### src/rtl/lsb_steg_pkg.sv
// Shared definitions for the LSB steganography embedder/extractor pair.
// Both ends agree on sample width, word size, bit order (MSB-first) and FSM encoding.
package lsb_steg_pkg;

    localparam int BPS_DEF   = 24;
    localparam int MSG_W_DEF = 8;

    typedef enum logic [1:0] {
        IDLE    = 2'd0,
        EXTRACT = 2'd1
    } lsb_state_e;

endpackage

### src/rtl/lsb_message_extractor.sv
// Recovers the LSB of each accepted stego sample and packs the bits MSB-first
// into MSG_W-bit message words. Accepts at most one sample every two clocks.
module lsb_message_extractor
    import lsb_steg_pkg::*;
#(
    parameter int BPS   = BPS_DEF,
    parameter int MSG_W = MSG_W_DEF
) (
    input  logic             in_clk,
    input  logic             in_rst_n,
    input  logic             in_enable,
    input  logic             in_sync,
    input  logic [BPS-1:0]   in_frame,
    output logic             out_bit,
    output logic             out_bit_ready,
    output logic [MSG_W-1:0] out_message,
    output logic             out_ready,
    output logic             out_busy
);

    localparam int            CW   = (MSG_W > 1) ? $clog2(MSG_W) : 1;
    localparam logic [CW-1:0] LAST = CW'(MSG_W - 1);

    lsb_state_e       r_state,   w_state_nxt;
    logic             r_bit_in,  w_bit_in_nxt;
    logic [MSG_W-1:0] r_shift,   w_shift_nxt;
    logic [CW-1:0]    r_cnt,     w_cnt_nxt;
    logic             r_bit,     w_bit_nxt;
    logic             r_bit_rdy, w_bit_rdy_nxt;
    logic [MSG_W-1:0] r_msg,     w_msg_nxt;
    logic             r_rdy,     w_rdy_nxt;
    logic [MSG_W-1:0] w_shifted;
    logic             w_unused_upper;

    // Only the LSB carries message data; the audio payload is deliberately ignored.
    assign w_unused_upper = ^in_frame[BPS-1:1];
    assign w_shifted      = {r_shift[MSG_W-2:0], r_bit_in};

    always_ff @(posedge in_clk or negedge in_rst_n) begin
        if (!in_rst_n) begin
            r_state   <= IDLE;
            r_bit_in  <= 1'b0;
            r_shift   <= '0;
            r_cnt     <= '0;
            r_bit     <= 1'b0;
            r_bit_rdy <= 1'b0;
            r_msg     <= '0;
            r_rdy     <= 1'b0;
        end else begin
            r_state   <= w_state_nxt;
            r_bit_in  <= w_bit_in_nxt;
            r_shift   <= w_shift_nxt;
            r_cnt     <= w_cnt_nxt;
            r_bit     <= w_bit_nxt;
            r_bit_rdy <= w_bit_rdy_nxt;
            r_msg     <= w_msg_nxt;
            r_rdy     <= w_rdy_nxt;
        end
    end

    always_comb begin
        w_state_nxt   = r_state;
        w_bit_in_nxt  = r_bit_in;
        w_shift_nxt   = r_shift;
        w_cnt_nxt     = r_cnt;
        w_bit_nxt     = r_bit;
        w_bit_rdy_nxt = 1'b0;
        w_msg_nxt     = r_msg;
        w_rdy_nxt     = 1'b0;
        case (r_state)
            IDLE: begin
                // Sync wins over a simultaneous strobe so realignment is never lost.
                if (in_sync) begin
                    w_cnt_nxt   = '0;
                    w_shift_nxt = '0;
                end else if (in_enable) begin
                    w_bit_in_nxt = in_frame[0];
                    w_state_nxt  = EXTRACT;
                end
            end
            EXTRACT: begin
                w_shift_nxt   = w_shifted;
                w_bit_nxt     = r_bit_in;
                w_bit_rdy_nxt = 1'b1;
                if (r_cnt == LAST) begin
                    w_msg_nxt = w_shifted;
                    w_rdy_nxt = 1'b1;
                    w_cnt_nxt = '0;
                end else begin
                    w_cnt_nxt = r_cnt + 1'b1;
                end
                w_state_nxt = IDLE;
            end
            default: w_state_nxt = IDLE;
        endcase
    end

    assign out_bit       = r_bit;
    assign out_bit_ready = r_bit_rdy;
    assign out_message   = r_msg;
    assign out_ready     = r_rdy;
    assign out_busy      = (r_state != IDLE);

endmodule

### config.mk
export PLATFORM = sky130hd
export DESIGN_NAME = lsb_message_extractor
export DESIGN_NICKNAME = d
export VERILOG_FILES = /design/src/rtl/lsb_steg_pkg.sv /design/src/rtl/lsb_message_extractor.sv
export SDC_FILE = /design/constraint.sdc
export NUM_CORES = 1
export LEC_CHECK = 0
export ABC_AREA = 1
export ABC_CLOCK_PERIOD_IN_PS = 1200
export BUFFER_PORTS_ARGS = -buffer_cell sky130_fd_sc_hd__buf_2
export CAP_MARGIN = 20
export CORE_MARGIN = 2
export CORE_UTILIZATION = 40
export CTS_BUF_LIST = sky130_fd_sc_hd__clkbuf_4
export CTS_CLUSTER_DIAMETER = 30
export DETAILED_ROUTE_END_ITERATION = 16
export MAX_ROUTING_LAYER = met4
export PLACE_DENSITY = 0.71
export SLEW_MARGIN = 15
export SYNTH_ARGS = -nofsm -noshare
export SYNTH_HDL_FRONTEND = slang
export SYNTH_SLANG_ARGS = --single-unit
### constraint.sdc
create_clock -name in_clk -period 1.2 [get_ports in_clk]
set_clock_uncertainty 0.05 [all_clocks]
set_input_delay 0.06 -clock in_clk [delete_from_list [all_inputs] [get_ports in_clk]]
set_output_delay 0.06 -clock in_clk [all_outputs]
set_load 0.01 [all_outputs]
# Word level (Yosys, flattened, before mapping)
# Cells that the tools add are included.
[op_classes] add_sub_neg=1 multipliers=0 div=0 order_cmp=0 n_eq_ne=5 shifts=0 n_mux=11 n_bitwise=1 n_reduce_logical=7
[ops] operator="one-hot mux 7 bit (2 select lines)" count=1
[ops] operator="two-way mux 7 bit" count=1
[ops] operator="two-way mux 2 bit" count=3
[ops] operator="two-way mux 3 bit" count=2
[ops] operator="!= test 2 bit, second input constant" count=3
[ops] operator="one-hot mux 3 bit (2 select lines)" count=1
[ops] operator="AND reduction 2 bit" count=3
[ops] operator="nonzero test 2 bit" count=2
[ops] operator="adder 3 x 1 -> 3 bit, second input constant" count=1
[ops] operator="== test 3 bit, second input constant" count=1
[ops] operator="two-way mux 1 bit" count=3
[ops] operator="AND reduction 3 bit" count=1
[ops] operator="== test 2 x 1 -> 1 bit, second input constant" count=1
[ops] operator="logical NOT 2 bit" count=1
[ops] operator="inverter 1 bit" count=1
[totals] register_bits=24 latchBits=0 mem_bits_rw=0 rom_bits=0 inputBits=28 output_inout_bits=12 word_cells=33 memories=0

# Depth between registers and ports, before layout
# Gate-level depths: netlist of run 1.
[depth] depth_word=3 ltp_mapped=6 mapped_depth_nobuf=6

# Least setup slack after synthesis of run 1
# Ideal clock, no wire load.
[synth_timing] path_type="flip-flop to flip-flop" start="register r_cnt[0]" end="register r_msg[0] (netlist: out_message[0])" setup_ns=0.065 arrival_ns=1.119 required_time_ns=1.085 setup_slack_ns=-0.034 stages_incl_launch_ff=7 n_path_buf=1 path_cell_list="dfrtp_1 > ha_1 > ha_1 > nand2_4 > buf_6 > nand2_1 > nand2_1"
[synth_via] elab_chain_cells=2
[synth_lines] element="from (decl)" line_no="lsb_message_extractor.sv:27" source="logic [CW-1:0] r_cnt, w_cnt_nxt;"
[synth_lines] element="from (signal assigned)" line_no="lsb_message_extractor.sv:53" source="r_cnt <= w_cnt_nxt;"
[synth_lines] element="== test 3 bit" line_no="lsb_message_extractor.sv:85" source="if (r_cnt == LAST) begin"
[synth_lines] element="AND reduction 2 bit (no line)"
[synth_lines] element="to (signal assigned)" line_no="lsb_message_extractor.sv:56" source="r_msg <= w_msg_nxt;"
[synth_lines] element="to (decl)" line_no="lsb_message_extractor.sv:30" source="logic [MSG_W-1:0] r_msg, w_msg_nxt;"
# Every way passes these cells.
# A chain may end at the register's enable or synchronous reset.

# Final worst setup path of run 1
[layout_timing] start="register r_cnt[1]" end="register r_msg[3] (netlist: out_message[3])"
# Same word-level chain as after synthesis.

==> results.sh, run 1 <==
export IMPL_status="finished with violations"
export IMPL_violations="negative setup slack"
export IMPL_synth_cell_types=13
export IMPL_critPathKind="register to register"
export IMPL_relSlewSlack=0.6639
export IMPL_whs_ns=0.01832
export IMPL_clkTransAtPathRegs_ns=0.12
export IMPL_layout_nets=149
export IMPL_firstDrtPassIters=2
export IMPL_endpoint_kind="register"
export IMPL_finalMaxSlewViolations=0
export IMPL_clockRootBuffer="clkbuf_4"
export IMPL_ys_warn_count=0
export IMPL_synth_cells=88
export IMPL_yosysTopAreaCell="dfrtp_1"
export IMPL_arrival_ns=1.38
export IMPL_yosys_area_top_type_share=0.6250
export IMPL_ys_top_cells_by_area="dfrtp_1, nand2_1, o21ai_2, o21ai_0, inv_1"
export IMPL_num_rows=17
export IMPL_synth_yosys_seq_area_share=0.6250
export IMPL_gp_congestion=0.6902
export IMPL_finalSetupViolCount=6
export IMPL_drcViolationCount=0
export IMPL_cp_max_fo=6
export IMPL_cp_start_kind="register"
export IMPL_routed_via_density=4.473
export IMPL_overflow=0
export IMPL_cp_required_ns=1.36
export IMPL_htreeDepth=1
export IMPL_period_share=1.018
export IMPL_leakagePower_nw=0.6402
export IMPL_wl_per_cell_um=11.31
export IMPL_cts_max_path_buffers=2
export IMPL_syn_to_final_growth_pct=34.38
export IMPL_antenna_cells=0
export IMPL_place_port_buffers=16
export IMPL_ios=40
export IMPL_worstHoldPathType="primary input to register"
export IMPL_dr_total_vias=653
export IMPL_worstMarginPinSlew_ns=0.5042
export IMPL_drive_above_1_share=0.4237
export IMPL_drtAntennaViolNets=0
export IMPL_maxCapViolations=0
export IMPL_grt_pass1_vias=636
export IMPL_ir_worst_vdd_mv=0.8681
export IMPL_cts_tree="yes"
export IMPL_post_route_min_period_ns=1.221
export IMPL_clock_latency_ns=0.31
export IMPL_die_area_um2=2702
export IMPL_cts_buffers=3
export IMPL_power_w=0.001395
export IMPL_synth_area_um2=920.9
export IMPL_power_density_nw_per_um2=1127
export IMPL_wirelength_um=1651
export IMPL_cts_sinks=23
export IMPL_die_h_um=51.98
export IMPL_drt_iter0_markers=5
export IMPL_ys_ff_latch=23
export IMPL_grt_max_degree=24
export IMPL_fmax_ghz=0.8187
export IMPL_track_usage=0.1462
export IMPL_antenna_found_initial=0
export IMPL_grt_pass1_wl_um=2718
export IMPL_die_w_um=51.98
export IMPL_finalHoldViolCount=0
export IMPL_n_fill_cell=186
export IMPL_final_setup_worst_slack_ns=-0.02145
export IMPL_postSynthAreaPerCell_um2=10.46
export IMPL_syn_nets=118
export IMPL_hpwlAfterDp_um=1118
export IMPL_start_util=0.4203
export IMPL_rsz0062_at_grt="yes"
export IMPL_core_region_area_um2=2191
==> cell families (layout without fill, tap and decap cells) <==
kind of cell | after synthesis | in the layout | synth area share
AOI/OAI and AO/OA | 13 | 13 | 0.09510
and+or+nand+nor | 38 | 38 | 0.1875
DFF | 23 | 23 | 0.6250
adders and majority gates | 2 | 2 | 0.02717
buffers and inverters | 12 | 42 | 0.06521
==> cells in the mapped netlist <==
master and count:
nand2_2 2, inv_1 9, o21ai_0 7, nor2_1 1
inv_2 1, nand2_4 1, o21ai_2 6, dfrtp_1 23
nor2_8 1, nand2_1 32, nand3_1 1, ha_1 2
buf_6 2
==> power breakdown <==
group | switching, W | internal [W]
combinational | 0.0000927 | 0.0000846
clock | 0.000218 | 0.000152
sequential | 0.0000293 | 0.000817
total | 0.000341 | 0.00105
==> through the flow <==
stage                     cell area [um^2]    util  std cells  worst slack, ns  TNS [ns]
final                                 1237  0.5648        146         -0.02145   -0.1113
after global routing                  1237  0.5648        146         -0.06797   -0.4586
after CTS                             1145  0.5226        141         -0.03444   -0.1800
after detailed placement              1059  0.4832        134         -0.03537   -0.1494
after global placement                1059  0.4832        134         -0.01345  -0.05067
after floorplan                      927.1       -         88         0.008114         0
==> state kept, by name, summed over array words and instances (netlist names) <==
name           count
out_message        8
out_bit            1
out_ready          1
r_state            1
r_bit_in           1
r_cnt              3
out_bit_ready      1
r_shift            7
==> layer usage <==
metal	routed length [um]	GRT usage
met1	757	0.1713
met2	811	0.2257
met3	62	0.05172
met4	19	0.06579
met5	0	-
==> placed cells by master, fill, tap and decap left out <==
master / n
inv_2: 2
nand2_8: 1
ha_4: 1
o21ai_2: 6
dfrtp_2: 1
nor2_8: 1
nand2_2: 8
buf_12: 2
inv_1: 8
o21ai_0: 7
nor2_1: 1
buf_6: 3
nand2_1: 26
ha_2: 1
buf_2: 15
clkbuf_16: 1
nand3_1: 1
dlygate4sd3_1: 3
buf_4: 4
dfrtp_1: 22
clkbuf_4: 4
==> layout make-up <==
cell class / count / area (um^2) / area share
Clock buffer: 4 / 30.03 / 0.02427
Inverter: 10 / 37.54 / 0.03033
Multi-Input combinational cell: 53 / 324.1 / 0.2619
Timing Repair Buffer: 28 / 234.0 / 0.1891
Sequential cell: 23 / 576.8 / 0.4661
Tap cell: 28 / 35.03 / 0.02831
==> path summary, 6_finish.rpt <==
| path | start | end | slack [ns] | depth (start not counted) |
|---|---|---|---|---|
| worst max register to register | r_cnt[1]$_DFFE_PN0P_ | out_message[3]$_DFFE_PN0P_ | -0.02 | 5 |
| max in group asynchronous | in_rst_n | r_state[0]$_DFFE_PN0P_ | 0.55 | 2 |
| worst max-delay path | r_cnt[1]$_DFFE_PN0P_ | out_message[3]$_DFFE_PN0P_ | -0.02 | 5 |
| worst min-delay path | in_sync | r_state[0]$_DFFE_PN0P_ | 0.02 | 4 |
| min in group asynchronous | in_rst_n | out_message[7]$_DFFE_PN0P_ | 0.18 | 2 |
| worst min register to register | out_bit$_DFFE_PN0P_ | out_bit$_DFFE_PN0P_ | 0.44 | 2 |
==> timing repair <==
| item | CTS | global route |
|---|---|---|
| buffers inserted | 0 | 4 |
| gates resized for setup | 7 | 7 |
| pin swaps | 0 | 4 |
| hold endpoints to repair | 25 | 0 |
| gates cloned | 0 | 1 |
| endpoints found under the setup margin | 9 | 9 |
| hold buffers | 3 | 0 |
==> worst max-delay path, cell delays in order, from the launching register on <==
cell and delay (ns):
dfrtp_1 0.40, ha_2 0.20, ha_4 0.18, nand2_8 0.09
clkbuf_16 0.15, o21ai_2 0.05
Power figures use the tool's default switching activity.
==> run 2, diff against run 1 <==
- REMOVE_ABC_BUFFERS: not set -> 1
==> results.sh, run 2 (synthesis gave the netlist of run 1 again) <==
export IMPL_status="finished with violations"
export IMPL_violations="negative setup slack"
export IMPL_wl_per_cell_um=11.54
export IMPL_core_region_area_um2=2191
export IMPL_cp_required_ns=1.40
export IMPL_ir_worst_vdd_mv=0.7490
export IMPL_relSlewSlack=0.6672
export IMPL_power_density_nw_per_um2=1141
export IMPL_place_ws_ns=-0.06655
export IMPL_track_usage=0.1427
export IMPL_post_route_min_period_ns=1.231
export IMPL_num_rows=17
export IMPL_final_setup_worst_slack_ns=-0.03099
export IMPL_syn_to_final_growth_pct=31.93
export IMPL_finalSetupViolCount=7
export IMPL_drtAntennaViolNets=0
export IMPL_largest_reg_flops=8
export IMPL_antenna_found_initial=0
export IMPL_cp_max_fo=8
export IMPL_finalInstanceArea_um2=1215
export IMPL_layout_commonest_cell="nand2_1"
export IMPL_finalMaxSlewViolations=0
export IMPL_reg2reg_depth=6
export IMPL_drcViolationCount=0
export IMPL_final_cell_mix="nand2_1, dfrtp_1, buf_2"
export IMPL_start_util=0.4203
export IMPL_htreeDepth=1
export IMPL_cts_max_path_buffers=2
export IMPL_worstHoldStart="in_sync"
export IMPL_grt_pass1_wl_um=2697
export IMPL_multi_input_area_um2=355.3
export IMPL_seqCellArea_um2=576.8
export IMPL_maxCapViolations=0
export IMPL_critPathKind="register to register"
export IMPL_rsz0062_at_grt="yes"
export IMPL_grt_max_degree=24
export IMPL_firstDrtPassIters=4
export IMPL_worstHoldPathType="primary input to register"
export IMPL_die_w_um=51.98
export IMPL_overflow=0
export IMPL_ios=40
export IMPL_cp_start_kind="register"
export IMPL_arrival_ns=1.43
export IMPL_rr_startpoint="r_cnt[1]$_DFFE_PN0P_"
export IMPL_clkTransAtPathRegs_ns=0.11
export IMPL_n_fill_cell=187
export IMPL_worstMarginPinSlew_ns=0.4992
export IMPL_die_area_um2=2702
export IMPL_clockRootBuffer="clkbuf_4"
export IMPL_layout_nets=146
export IMPL_place_port_buffers=16
export IMPL_routed_via_density=4.608
export IMPL_reg2reg_slack_ns=-0.03
export IMPL_fmax_ghz=0.8124
export IMPL_wirelength_um=1650
export IMPL_period_share=1.026
export IMPL_min_to="r_cnt[2]$_DFFE_PN0P_"
export IMPL_die_h_um=51.98
export IMPL_drive_above_1_share=0.4261
export IMPL_dr_total_vias=659
export IMPL_antenna_cells=0
export IMPL_placed_area_um2=1069
export IMPL_gp_congestion=0.7158
export IMPL_r2r_end="out_message[6]$_DFFE_PN0P_"
export IMPL_finalHoldViolCount=0
export IMPL_hpwlAfterDp_um=1049
export IMPL_drt_iter0_markers=5
export IMPL_hold_path_depth=4
export IMPL_whs_ns=0.04541
export IMPL_grt_pass1_vias=642
export IMPL_clock_latency_ns=0.30
export IMPL_cts_tree="yes"
export IMPL_cts_sinks=23
export IMPL_leakagePower_nw=0.6314
export IMPL_endpoint_kind="register"
export IMPL_fin_util=0.5545
export IMPL_cts_buffers=3
-- run 2: per-stage QoR --
step | setup TNS [ns] | total power (W) | std cells
4_1_cts | -0.04152 | 0.001390 | 143
6_report | -0.1152 | 0.001386 | 143
5_1_grt | -0.5110 | 0.001462 | 143
3_5_place_dp | -0.4047 | 0.001003 | 134
3_3_place_gp | -0.2664 | 0.0009963 | 134
2_1_floorplan | -0.1952 | 0.0009293 | 86
-- run 2: metal layers --
metal,share of wire,up-vias,global-route usage
li1,-,327,-
met1,0.40,316,0.1592
met2,0.54,14,0.2405
met3,0.050,2,0.05172
met4,0.0055,0,0.03947
met5,0,-,-
-- run 2: timing repair --
action | CTS | global route
hold buffers | 3 | 0
setup buffers | 2 | 0
gates resized for setup | 8 | 11
setup endpoints to repair | 9 | 8
pin swaps | 2 | 4
endpoints found under the hold margin | 25 | 0
-- run 2: final cells by class --
class,instances,area share
Multi-Input combinational cell,53,0.2925
Inverter,10,0.03090
Clock buffer,4,0.02472
Sequential cell,23,0.4748
Timing Repair Buffer,25,0.1483
Tap cell,28,0.02884
-- run 2: worst max-delay path by stage --
stage / from / cells after the start / endpoint / slack (ns)
after floorplan: r_cnt[0]$_DFFE_PN0P_ / 6 / out_message[0]$_DFFE_PN0P_ / -0.09
after global placement: r_cnt[0]$_DFFE_PN0P_ / 6 / out_message[3]$_DFFE_PN0P_ / -0.04
after detailed placement: r_cnt[0]$_DFFE_PN0P_ / 6 / out_message[3]$_DFFE_PN0P_ / -0.07
after CTS: r_cnt[1]$_DFFE_PN0P_ / 6 / out_message[6]$_DFFE_PN0P_ / -0.01
after global routing: r_cnt[1]$_DFFE_PN0P_ / 6 / out_message[6]$_DFFE_PN0P_ / -0.08
final: r_cnt[1]$_DFFE_PN0P_ / 6 / out_message[6]$_DFFE_PN0P_ / -0.03
-- run 2: power by group --
part,switching (W),internal [W],leakage (nW)
clock,0.000216,0.000152,0.0184
sequential,0.0000308,0.000817,0.306
combinational,0.0000936,0.0000764,0.307
total,0.000340,0.00105,0.631
-- run 2: worst max-delay path, stage by stage, from the launching register on --
cell and delay (ns):
dfrtp_1 0.44, ha_4 0.18, ha_4 0.16, nand2_4 0.09
buf_12 0.14, nand2_4 0.05, nand2_2 0.06
==> run 3, diff against run 2 <==
- RECOVER_POWER: not set -> 100
==> results.sh, run 3 (synthesis gave the netlist of run 1 again) <==
export IMPL_status="finished with violations"
export IMPL_violations="negative setup slack"
export IMPL_overflow=0
export IMPL_track_usage=0.1427
export IMPL_critPathKind="register to register"
export IMPL_finalSetupViolCount=7
export IMPL_leakagePower_nw=0.6051
export IMPL_die_area_um2=2702
export IMPL_place_ws_ns=-0.06655
export IMPL_cts_tree="yes"
export IMPL_cp_start_kind="register"
export IMPL_drive_above_1_share=0.3652
export IMPL_worstHoldPathType="primary input to register"
export IMPL_htreeDepth=1
export IMPL_syn_to_final_growth_pct=30.71
export IMPL_hold_path_depth=4
export IMPL_r2r_end="out_message[6]$_DFFE_PN0P_"
export IMPL_endpoint_kind="register"
export IMPL_clock_latency_ns=0.30
export IMPL_rsz0062_at_grt="yes"
export IMPL_clockRootBuffer="clkbuf_4"
export IMPL_rr_startpoint="r_cnt[1]$_DFFE_PN0P_"
export IMPL_reg2reg_depth=6
export IMPL_cp_max_fo=8
export IMPL_cts_max_path_buffers=2
export IMPL_place_port_buffers=16
export IMPL_num_rows=17
export IMPL_dr_total_vias=659
export IMPL_die_w_um=51.98
export IMPL_power_density_nw_per_um2=1148
export IMPL_maxCapViolations=0
export IMPL_antenna_cells=0
export IMPL_worstMarginPinSlew_ns=0.5552
export IMPL_reg2reg_slack_ns=-0.03
export IMPL_cts_sinks=23
export IMPL_slowest_delay_ns=0.44
export IMPL_ir_worst_vdd_mv=0.7488
export IMPL_min_to="r_cnt[2]$_DFFE_PN0P_"
export IMPL_start_util=0.4203
export IMPL_core_region_area_um2=2191
export IMPL_grt_pass1_vias=642
export IMPL_antenna_found_initial=0
export IMPL_grt_max_degree=24
export IMPL_cp_required_ns=1.40
export IMPL_finalMaxSlewViolations=0
export IMPL_relSlewSlack=0.6299
export IMPL_wl_per_cell_um=11.60
export IMPL_gp_congestion=0.7158
export IMPL_wirelength_um=1659
export IMPL_final_setup_worst_slack_ns=-0.03125
export IMPL_largest_reg_flops=8
export IMPL_hpwlAfterDp_um=1049
export IMPL_layout_nets=146
export IMPL_ios=40
export IMPL_drcViolationCount=0
export IMPL_crit_chain="ha_4, ha_4, nand2_4, buf_12, nand2_4, nand2_2"
export IMPL_firstDrtPassIters=4
export IMPL_die_h_um=51.98
export IMPL_final_cell_mix="nand2_1, dfrtp_1, buf_2"
export IMPL_arrival_ns=1.43
export IMPL_fin_util=0.5494
export IMPL_clkTransAtPathRegs_ns=0.11
export IMPL_routed_via_density=4.608
export IMPL_fmax_ghz=0.8122
export IMPL_grt_pass1_wl_um=2697
export IMPL_period_share=1.026
export IMPL_layout_commonest_cell="nand2_1"
export IMPL_finalHoldViolCount=0
export IMPL_drt_iter0_markers=7
export IMPL_post_route_min_period_ns=1.231
export IMPL_worstHoldStart="in_sync"
export IMPL_cpMaxStageDelayCell="dfrtp_1"
export IMPL_cts_buffers=3
export IMPL_drtAntennaViolNets=0
## run 3: cell types whose count changed in the layout (fill, tap and decap cells not counted)
cell,previous run,this run
buf_4,4,3
clkbuf_2,0,1
clkbuf_1,0,7
buf_2,16,9
## run 3: cell type report
cell class	count	area, um^2
Sequential cell	23	576.8
Timing Repair Buffer	25	168.9
Multi-Input combinational cell	53	355.3
Fill cell	189	987.2
Inverter	10	37.54
Clock buffer	4	30.03
Tap cell	28	35.03
## run 3: report_power, final
group	switching, W	internal (W)	leakage (nW)	total (W)
logic	0.0000937	0.0000709	0.281	0.000165
clock network	0.000216	0.000152	0.0184	0.000368
registers	0.0000313	0.000817	0.306	0.000849
## run 3: metrics by stage
stage	std cells	total power, W	TNS [ns]	instance area (um^2)	hold WS [ns]
after global placement	134	0.0009963	-0.2664	1069	-0.002363
after detailed placement	134	0.001003	-0.4047	1069	0.007303
final	143	0.001381	-0.1156	1204	0.04250
after floorplan	86	0.0009293	-0.1952	898.4	-0.2856
after CTS	143	0.001390	-0.04152	1170	0.03987
after global routing	143	0.001457	-0.5561	1204	0.04407
## run 3: routing by layer
| metal | up-vias | global-route usage | share of wire | routed length (um) |
|---|---|---|---|---|
| met1 | 316 | 0.1592 | 0.40 | 665 |
| li1 | 327 | - | - | - |
| met4 | 0 | 0.03947 | 0.0054 | 9 |
| met2 | 14 | 0.2405 | 0.54 | 898 |
| met5 | - | - | 0 | 0 |
| met3 | 2 | 0.05172 | 0.051 | 85 |
## run 3: worst max path at each step
stage,end,start
floorplan,out_message[0]$_DFFE_PN0P_,r_cnt[0]$_DFFE_PN0P_
global placement,out_message[3]$_DFFE_PN0P_,r_cnt[0]$_DFFE_PN0P_
detailed placement,out_message[3]$_DFFE_PN0P_,r_cnt[0]$_DFFE_PN0P_
CTS,out_message[6]$_DFFE_PN0P_,r_cnt[1]$_DFFE_PN0P_
global route,out_message[6]$_DFFE_PN0P_,r_cnt[1]$_DFFE_PN0P_
finish,out_message[6]$_DFFE_PN0P_,r_cnt[1]$_DFFE_PN0P_
## run 3: repair_timing
item | 4_1_cts | 5_1_grt
endpoints found under the hold margin | 25 | 0
buffers inserted | 2 | 0
endpoints found under the setup margin | 9 | 8
pin swaps | 2 | 4
resized for setup | 8 | 11
hold buffers | 3 | 0
## run 3: critical path, delay by kind of cell, from the launching register on
family | cells | cell delay, ns
flip-flops | 1 | 0.44
adder cells (fa/ha/maj) | 2 | 0.34
AND/OR/NAND/NOR | 3 | 0.20
buffers and inverters | 1 | 0.14
